<file path="src/rtl/rcas_pkg.sv">
// Shared definitions for the ripple-carry add/sub operand sequencer.
//   - state_e   : FSM state encodings (LOAD_B..SHOW, encoded 0..4)
//   - WIDTH_DEF : default operand/result width
//   - OP_ADD/OP_SUB : values of the operation-select switch
//   - REARM_CYCLES  : cycles a button must read low before it may pulse again
package rcas_pkg;

  localparam int WIDTH_DEF = 3;

  localparam logic OP_ADD = 1'b0;
  localparam logic OP_SUB = 1'b1;

  // Contact bounce produces short low gaps while a button is being pressed or
  // released; a new pulse is only allowed once the line has been quiet for
  // this many cycles.
  localparam int REARM_CYCLES = 8;

  typedef enum logic [2:0] {
    LOAD_B  = 3'd0,
    LOAD_A  = 3'd1,
    LOAD_OP = 3'd2,
    CAPTURE = 3'd3,
    SHOW    = 3'd4
  } state_e;

endpackage

</file>
<file path="src/rtl/rcas_operand_sequencer_btn_pulse.sv">
// Button conditioner: SYNC_STAGES-deep synchroniser followed by a rising-edge
// detector with a re-arm lockout, so each physical press produces a single
// one-cycle pulse regardless of hold time or contact bounce.
// Ports:
//   clk     : system clock
//   rst_n   : asynchronous active-low reset
//   btn     : raw asynchronous button input
//   pulse   : registered one-cycle pulse, SYNC_STAGES+1 cycles after press
module btn_pulse
  import rcas_pkg::*;
#(
  parameter int SYNC_STAGES = 2  // minimum 2
) (
  input  logic clk,
  input  logic rst_n,
  input  logic btn,
  output logic pulse
);

  localparam int CW = $clog2(REARM_CYCLES + 1);
  localparam logic [CW-1:0] REARM_MAX = CW'(REARM_CYCLES);

  logic [SYNC_STAGES-1:0] sync_q;
  logic                   prev_q;
  logic                   armed_q;
  logic [CW-1:0]          low_cnt_q;
  logic                   pulse_q;
  logic                   level;
  logic                   rise;

  // Synchroniser chain: stage 0 samples the raw pin, each later stage
  // samples its predecessor.
  always_ff @(posedge clk or negedge rst_n) begin
    if (!rst_n) sync_q[0] <= 1'b0;
    else        sync_q[0] <= btn;
  end

  for (genvar gi = 1; gi < SYNC_STAGES; gi++) begin : g_sync
    always_ff @(posedge clk or negedge rst_n) begin
      if (!rst_n) sync_q[gi] <= 1'b0;
      else        sync_q[gi] <= sync_q[gi-1];
    end
  end

  assign level = sync_q[SYNC_STAGES-1];
  assign rise  = level & ~prev_q;

  always_ff @(posedge clk or negedge rst_n) begin
    if (!rst_n) begin
      prev_q    <= 1'b0;
      armed_q   <= 1'b1;
      low_cnt_q <= REARM_MAX;
      pulse_q   <= 1'b0;
    end else begin
      prev_q  <= level;
      // Only the first edge after a quiet period fires; bounce edges that
      // follow it find armed_q already cleared.
      pulse_q <= rise & armed_q;

      if (level)                       low_cnt_q <= '0;
      else if (low_cnt_q != REARM_MAX) low_cnt_q <= low_cnt_q + CW'(1);

      if (rise)                        armed_q <= 1'b0;
      else if (low_cnt_q == REARM_MAX) armed_q <= 1'b1;
    end
  end

  assign pulse = pulse_q;

endmodule

</file>
<file path="src/rtl/rcas_operand_sequencer.sv">
// Operand-entry and result-capture controller for the ripple-carry add/sub
// stage. Operands B, A and the operation select are latched from switches on
// successive "next" presses; one cycle later the stage's S/Cout are captured
// and signed overflow is flagged.
// Ports:
//   clk, rst_n          : clock, asynchronous active-low reset
//   sw, sw_op           : operand switches, operation select (0 add, 1 sub)
//   btn_next, btn_clr   : raw buttons (advance / return to entry)
//   op_a, op_b, op_con  : registered operands and con to the add/sub stage
//   sum_in, cout_in     : S and Cout returned from the add/sub stage
//   result, result_cout : captured S and Cout
//   overflow            : signed overflow of the captured result
//   result_valid        : high while the captured outputs are valid
//   state_code          : FSM state for LEDs
module rcas_operand_sequencer
  import rcas_pkg::*;
#(
  parameter int WIDTH       = WIDTH_DEF,
  parameter int SYNC_STAGES = 2
) (
  input  logic             clk,
  input  logic             rst_n,
  input  logic [WIDTH-1:0] sw,
  input  logic             sw_op,
  input  logic             btn_next,
  input  logic             btn_clr,
  output logic [WIDTH-1:0] op_a,
  output logic [WIDTH-1:0] op_b,
  output logic             op_con,
  input  logic [WIDTH-1:0] sum_in,
  input  logic             cout_in,
  output logic [WIDTH-1:0] result,
  output logic             result_cout,
  output logic             overflow,
  output logic             result_valid,
  output logic [1:0]       state_code
);

  localparam int MSB = WIDTH - 1;

  logic next_p;
  logic clr_p;

  btn_pulse #(.SYNC_STAGES(SYNC_STAGES)) u_next (
    .clk   (clk),
    .rst_n (rst_n),
    .btn   (btn_next),
    .pulse (next_p)
  );

  btn_pulse #(.SYNC_STAGES(SYNC_STAGES)) u_clr (
    .clk   (clk),
    .rst_n (rst_n),
    .btn   (btn_clr),
    .pulse (clr_p)
  );

  state_e           state_q;
  logic [WIDTH-1:0] op_a_q;
  logic [WIDTH-1:0] op_b_q;
  logic             op_con_q;
  logic [WIDTH-1:0] result_q;
  logic             result_cout_q;
  logic             overflow_q;
  logic             result_valid_q;
  logic             ovf_d;

  // Subtract flips A's effective sign, so overflow needs like effective signs
  // going in and a different sign coming out.
  assign ovf_d = (op_con_q ? (op_b_q[MSB] != op_a_q[MSB])
                           : (op_b_q[MSB] == op_a_q[MSB]))
                 && (sum_in[MSB] != op_b_q[MSB]);

  always_ff @(posedge clk or negedge rst_n) begin
    if (!rst_n) begin
      state_q        <= LOAD_B;
      op_a_q         <= '0;
      op_b_q         <= '0;
      op_con_q       <= 1'b0;
      result_q       <= '0;
      result_cout_q  <= 1'b0;
      overflow_q     <= 1'b0;
      result_valid_q <= 1'b0;
    end else if (clr_p) begin
      // Clear overrides any simultaneous next press.
      state_q        <= LOAD_B;
      op_a_q         <= '0;
      op_b_q         <= '0;
      op_con_q       <= 1'b0;
      result_q       <= '0;
      result_cout_q  <= 1'b0;
      overflow_q     <= 1'b0;
      result_valid_q <= 1'b0;
    end else begin
      unique case (state_q)
        LOAD_B: if (next_p) begin
          op_b_q  <= sw;
          state_q <= LOAD_A;
        end
        LOAD_A: if (next_p) begin
          op_a_q  <= sw;
          state_q <= LOAD_OP;
        end
        LOAD_OP: if (next_p) begin
          op_con_q <= sw_op;
          state_q  <= CAPTURE;
        end
        // Operands have been stable for a full cycle here, so the ripple
        // path has settled; next_p is deliberately not examined.
        CAPTURE: begin
          result_q       <= sum_in;
          result_cout_q  <= cout_in;
          overflow_q     <= ovf_d;
          result_valid_q <= 1'b1;
          state_q        <= SHOW;
        end
        SHOW: if (next_p) begin
          result_valid_q <= 1'b0;
          state_q        <= LOAD_B;
        end
        default: state_q <= LOAD_B;
      endcase
    end
  end

  assign op_a         = op_a_q;
  assign op_b         = op_b_q;
  assign op_con       = op_con_q;
  assign result       = result_q;
  assign result_cout  = result_cout_q;
  assign overflow     = overflow_q;
  assign result_valid = result_valid_q;
  // CAPTURE lasts one cycle and is shown as 0 rather than flashing code 3.
  assign state_code   = (state_q == CAPTURE) ? 2'd0 : state_q[1:0];

endmodule

</file>
<file path="config.mk">
export PLATFORM = sky130hd
export DESIGN_NAME = rcas_operand_sequencer
export DESIGN_NICKNAME = d
export VERILOG_FILES = /design/src/rtl/rcas_pkg.sv /design/src/rtl/rcas_operand_sequencer_btn_pulse.sv /design/src/rtl/rcas_operand_sequencer.sv
export SDC_FILE = /design/constraint.sdc
export NUM_CORES = 1
export LEC_CHECK = 0
export CAP_MARGIN = 0
export CORE_MARGIN = 2
export CORE_UTILIZATION = 40
export DETAILED_ROUTE_END_ITERATION = 10
export GPL_ROUTABILITY_DRIVEN = 0
export HOLD_SLACK_MARGIN = 0.05
export PLACE_DENSITY = 0.74
export SLEW_MARGIN = 30
export SYNTH_ARGS = -nofsm -noshare
export SYNTH_HDL_FRONTEND = slang
export SYNTH_SLANG_ARGS = --single-unit
</file>
<file path="constraint.sdc">
create_clock -name clk -period 1.7 [get_ports clk]
set_input_delay 0.34 -clock clk [delete_from_list [all_inputs] [get_ports clk]]
set_output_delay 0.34 -clock clk [all_outputs]
set_load 0.005 [all_outputs]
</file>
==> flow_metrics.env <==
export IMPL_clock_path_buffers=2
export IMPL_crit_chain="buf_4 > buf_4 > nor4b_4 > mux2i_1 > nor2_1"
export IMPL_htreeDepth=2
export IMPL_ant_nets=0
export IMPL_num_vias=983
export IMPL_root_buffer="clkbuf_8"
export IMPL_worstSetupStartpointType="flop"
export IMPL_synthesis_nets=141
export IMPL_tightestPinTransition_ns=0.508
export IMPL_outcome="finished, final reports clean"
export IMPL_antenna_found_initial=0
export IMPL_synth_top_area_share_pct=50.3
export IMPL_synth_area_leaders="dfrtp_1 (50%), mux2i_1 (11%), dfstp_2 (7.0%), nor2_1 (4.8%), ha_1 (3.4%)"
export IMPL_setup_tns_ns=0
export IMPL_end_kind="flop"
export IMPL_p_leak_nw=0.873
export IMPL_max_freq_ghz=0.649
export IMPL_die_w_um=65.1
export IMPL_drive_gt1_share_pct=15.0
export IMPL_io_pins=27
export IMPL_slew_headroom_pct=66.2
export IMPL_grt_pass1_vias=1014
export IMPL_cts_buffers_inserted=5
export IMPL_syn_to_final_growth_pct=28.5
export IMPL_vdd_drop_max_uv=494
export IMPL_firstDrtPassIters=4
export IMPL_clock_sinks=34
export IMPL_avgSynthCellArea_um2=11.9
export IMPL_overflow=0
export IMPL_cp_arrival_ns=1.70
export IMPL_min_period_ns=1.54
export IMPL_post_route_period_util_pct=90.6
export IMPL_skew_ns=0.00771
export IMPL_synth_cell_types=31
export IMPL_final_max_slew_violation_count=0
export IMPL_rsz0062_at_grt="no"
export IMPL_dp_hpwl_mm=1.83
export IMPL_crit_fanout=6
export IMPL_globalRouteTotalUtil_pct=14.5
export IMPL_insertion_delay_ns=0.28
export IMPL_wl_per_cell_um=12.5
export IMPL_nNetsFinal=175
export IMPL_yosys_warnings=0
export IMPL_yosysTopAreaCell="dfrtp_1"
export IMPL_slowest_delay_ns=0.43
export IMPL_fillerInstances=315
export IMPL_cp_common_cell="buf_4"
export IMPL_grt_pass1_wl_mm=4.61
export IMPL_core_area_mm2=0.00363
export IMPL_crit_path_top_delay_cell="dfrtp_1"
export IMPL_die_h_um=65.1
export IMPL_finalWirelength_mm=2.61
export IMPL_crit_type="reg -> reg"
export IMPL_ys_seq_area_share_pct=57.4
export IMPL_netlist_instances=125
export IMPL_grt_max_degree=35
export IMPL_dieArea_mm2=0.00423
export IMPL_initial_core_util_pct=41.0
export IMPL_portBuffers=26
export IMPL_setup_violations_final=0
export IMPL_cts_hold_buf=0
export IMPL_whs_ns=0.346
export IMPL_drtIter0Drc=63
export IMPL_synth_area_mm2=0.00149
export IMPL_drc=0
export IMPL_placementRows=22
export IMPL_cts_clk_slew_worst_paths_ns=0.07
export IMPL_final_hold_viol_count=0
export IMPL_p_per_area_mw_per_mm2=853
export IMPL_n_antenna_cell=0
export IMPL_maxCapViolations=0
export IMPL_crit_required_ns=1.85
export IMPL_viasPerCell=4.73
export IMPL_hold_class="reg -> reg"
export IMPL_yosys_register_bits=34
export IMPL_cts_tree="built"
[through the flow]
stage                     worst slack [ns]  power, mW  util, %  instance area, um^2  std cells
after global routing                0.0549       1.73     52.8                 1920        208
after global placement               0.252       1.03     50.0                 1820        199
after detailed placement             0.230       1.04     50.0                 1820        199
final                                0.159       1.63     52.8                 1920        208
after CTS                            0.152       1.66     52.8                 1920        208
after floorplan                      0.374      0.952        -                 1490        125
[path summary, 6_finish.rpt]
check | startpoint | to | slack [ns] | depth (start not counted)
setup / recovery | state_q[0]$_DFFE_PN0P_ | op_b[1]$_DFFE_PN0P_ | 0.16 | 5
hold / removal | u_next.sync_q[0]$_DFF_PN0_ | u_next.level$_DFF_PN0_ | 0.35 | 0
setup reg to reg | state_q[0]$_DFFE_PN0P_ | op_b[1]$_DFFE_PN0P_ | 0.16 | 5
hold reg to reg | u_next.sync_q[0]$_DFF_PN0_ | u_next.level$_DFF_PN0_ | 0.35 | 0
max in group asynchronous | rst_n | u_next.low_cnt_q[3]$_DFFE_PN1P_ | 0.90 | 2
min in group asynchronous | rst_n | result_valid$_DFFE_PN0P_ | 0.46 | 2
[logic make-up (layout without fill, tap and decap cells)]
group                      count (synthesis)  after routing  synth area share (%)
and+or+nand+nor                           40             40                  16.5
DFF                                       34             34                  57.4
muxes                                     16             16                  10.7
AOI/OAI and AO/OA                         13             13                  5.12
buffers and inverters                     13             48                  3.94
xor gates and xnor gates                   5              5                  2.94
adders and majority gates                  4              4                  3.36
[flip-flops by register name (all words and copies together) (netlist names), 3 cells and up]
register / flops
u_next.low_cnt_q: 4
u_clr.low_cnt_q: 4
result: 3
op_b: 3
state_q: 3
op_a: 3
[repair_timing]
| item | in CTS | in global routing |
|---|---|---|
| endpoints found under the setup margin | 2 | 0 |
| resized for setup | 4 | 0 |
| buffers inserted | 1 | 0 |
[worst max-delay path: cells and delay by family (launching register included)]
family | cells | cell delay [ns]
flip-flops | 1 | 0.43
AND/OR/NAND/NOR | 2 | 0.45
multiplexers | 1 | 0.23
buffers and inverters | 2 | 0.31
[power by group]
part	internal, mW	leakage, nW	switching (mW)
Clock	0.326	0.0482	0.279
Sequential	0.844	0.432	0.0307
Combinational	0.0872	0.393	0.0673
Total	1.26	0.873	0.377
[synthesized netlist by cell type]
library cell	count
and2_1	2
a21boi_0	1
o21a_1	1
dlymetal6s2s_1	1
inv_1	8
a21oi_1	9
xor2_1	2
nor3_1	2
inv_2	1
nand3_1	2
nand3b_2	1
buf_2	1
dfstp_2	4
xnor2_1	3
nand2b_1	2
and4bb_2	1
ha_1	4
a211oi_1	1
nor3b_1	1
nand2_1	1
nor2b_1	2
nand3b_1	3
and4bb_4	1
mux2i_1	16
dfrtp_1	30
or4_4	1
clkbuf_1	2
nor4b_4	1
or3b_1	1
a21oi_2	1
nor2_1	19
[placed cells by master, fill, tap and decap left out, types with 2 or more instances in the layout]
cell / count
a21oi_1: 9
and2_1: 2
buf_4: 5
clkbuf_8: 6
clkdlybuf4s50_1: 24
dfrtp_1: 30
dfstp_2: 4
dlygate4sd2_1: 2
ha_1: 4
inv_1: 8
mux2i_1: 16
nand2b_1: 2
nand3_1: 2
nand3b_1: 3
nor2_1: 19
nor2b_1: 2
nor3_1: 2
xnor2_1: 3
xor2_1: 2
[metal layers]
metal	vias up	part of all wire (%)	GRT usage, %
li1	479	-	-
met1	472	45	16.8
met2	27	47	23.8
met3	5	6.4	5.73
met4	0	1.8	6.51
met5	-	0	0
[cell type report]
type                       count  area (um^2)  share of cell area, %
inverter                       9         33.8                   1.76
tap                           48         60.1                   3.13
timing repair buffer          31          295                   15.4
sequential                    34          856                   44.6
clock inverter                 1         5.00                  0.261
multi-input combinational     78          581                   30.3
clock buffer                   7         86.3                   4.50
No activity file was read; power rests on OpenSTA's default activity.
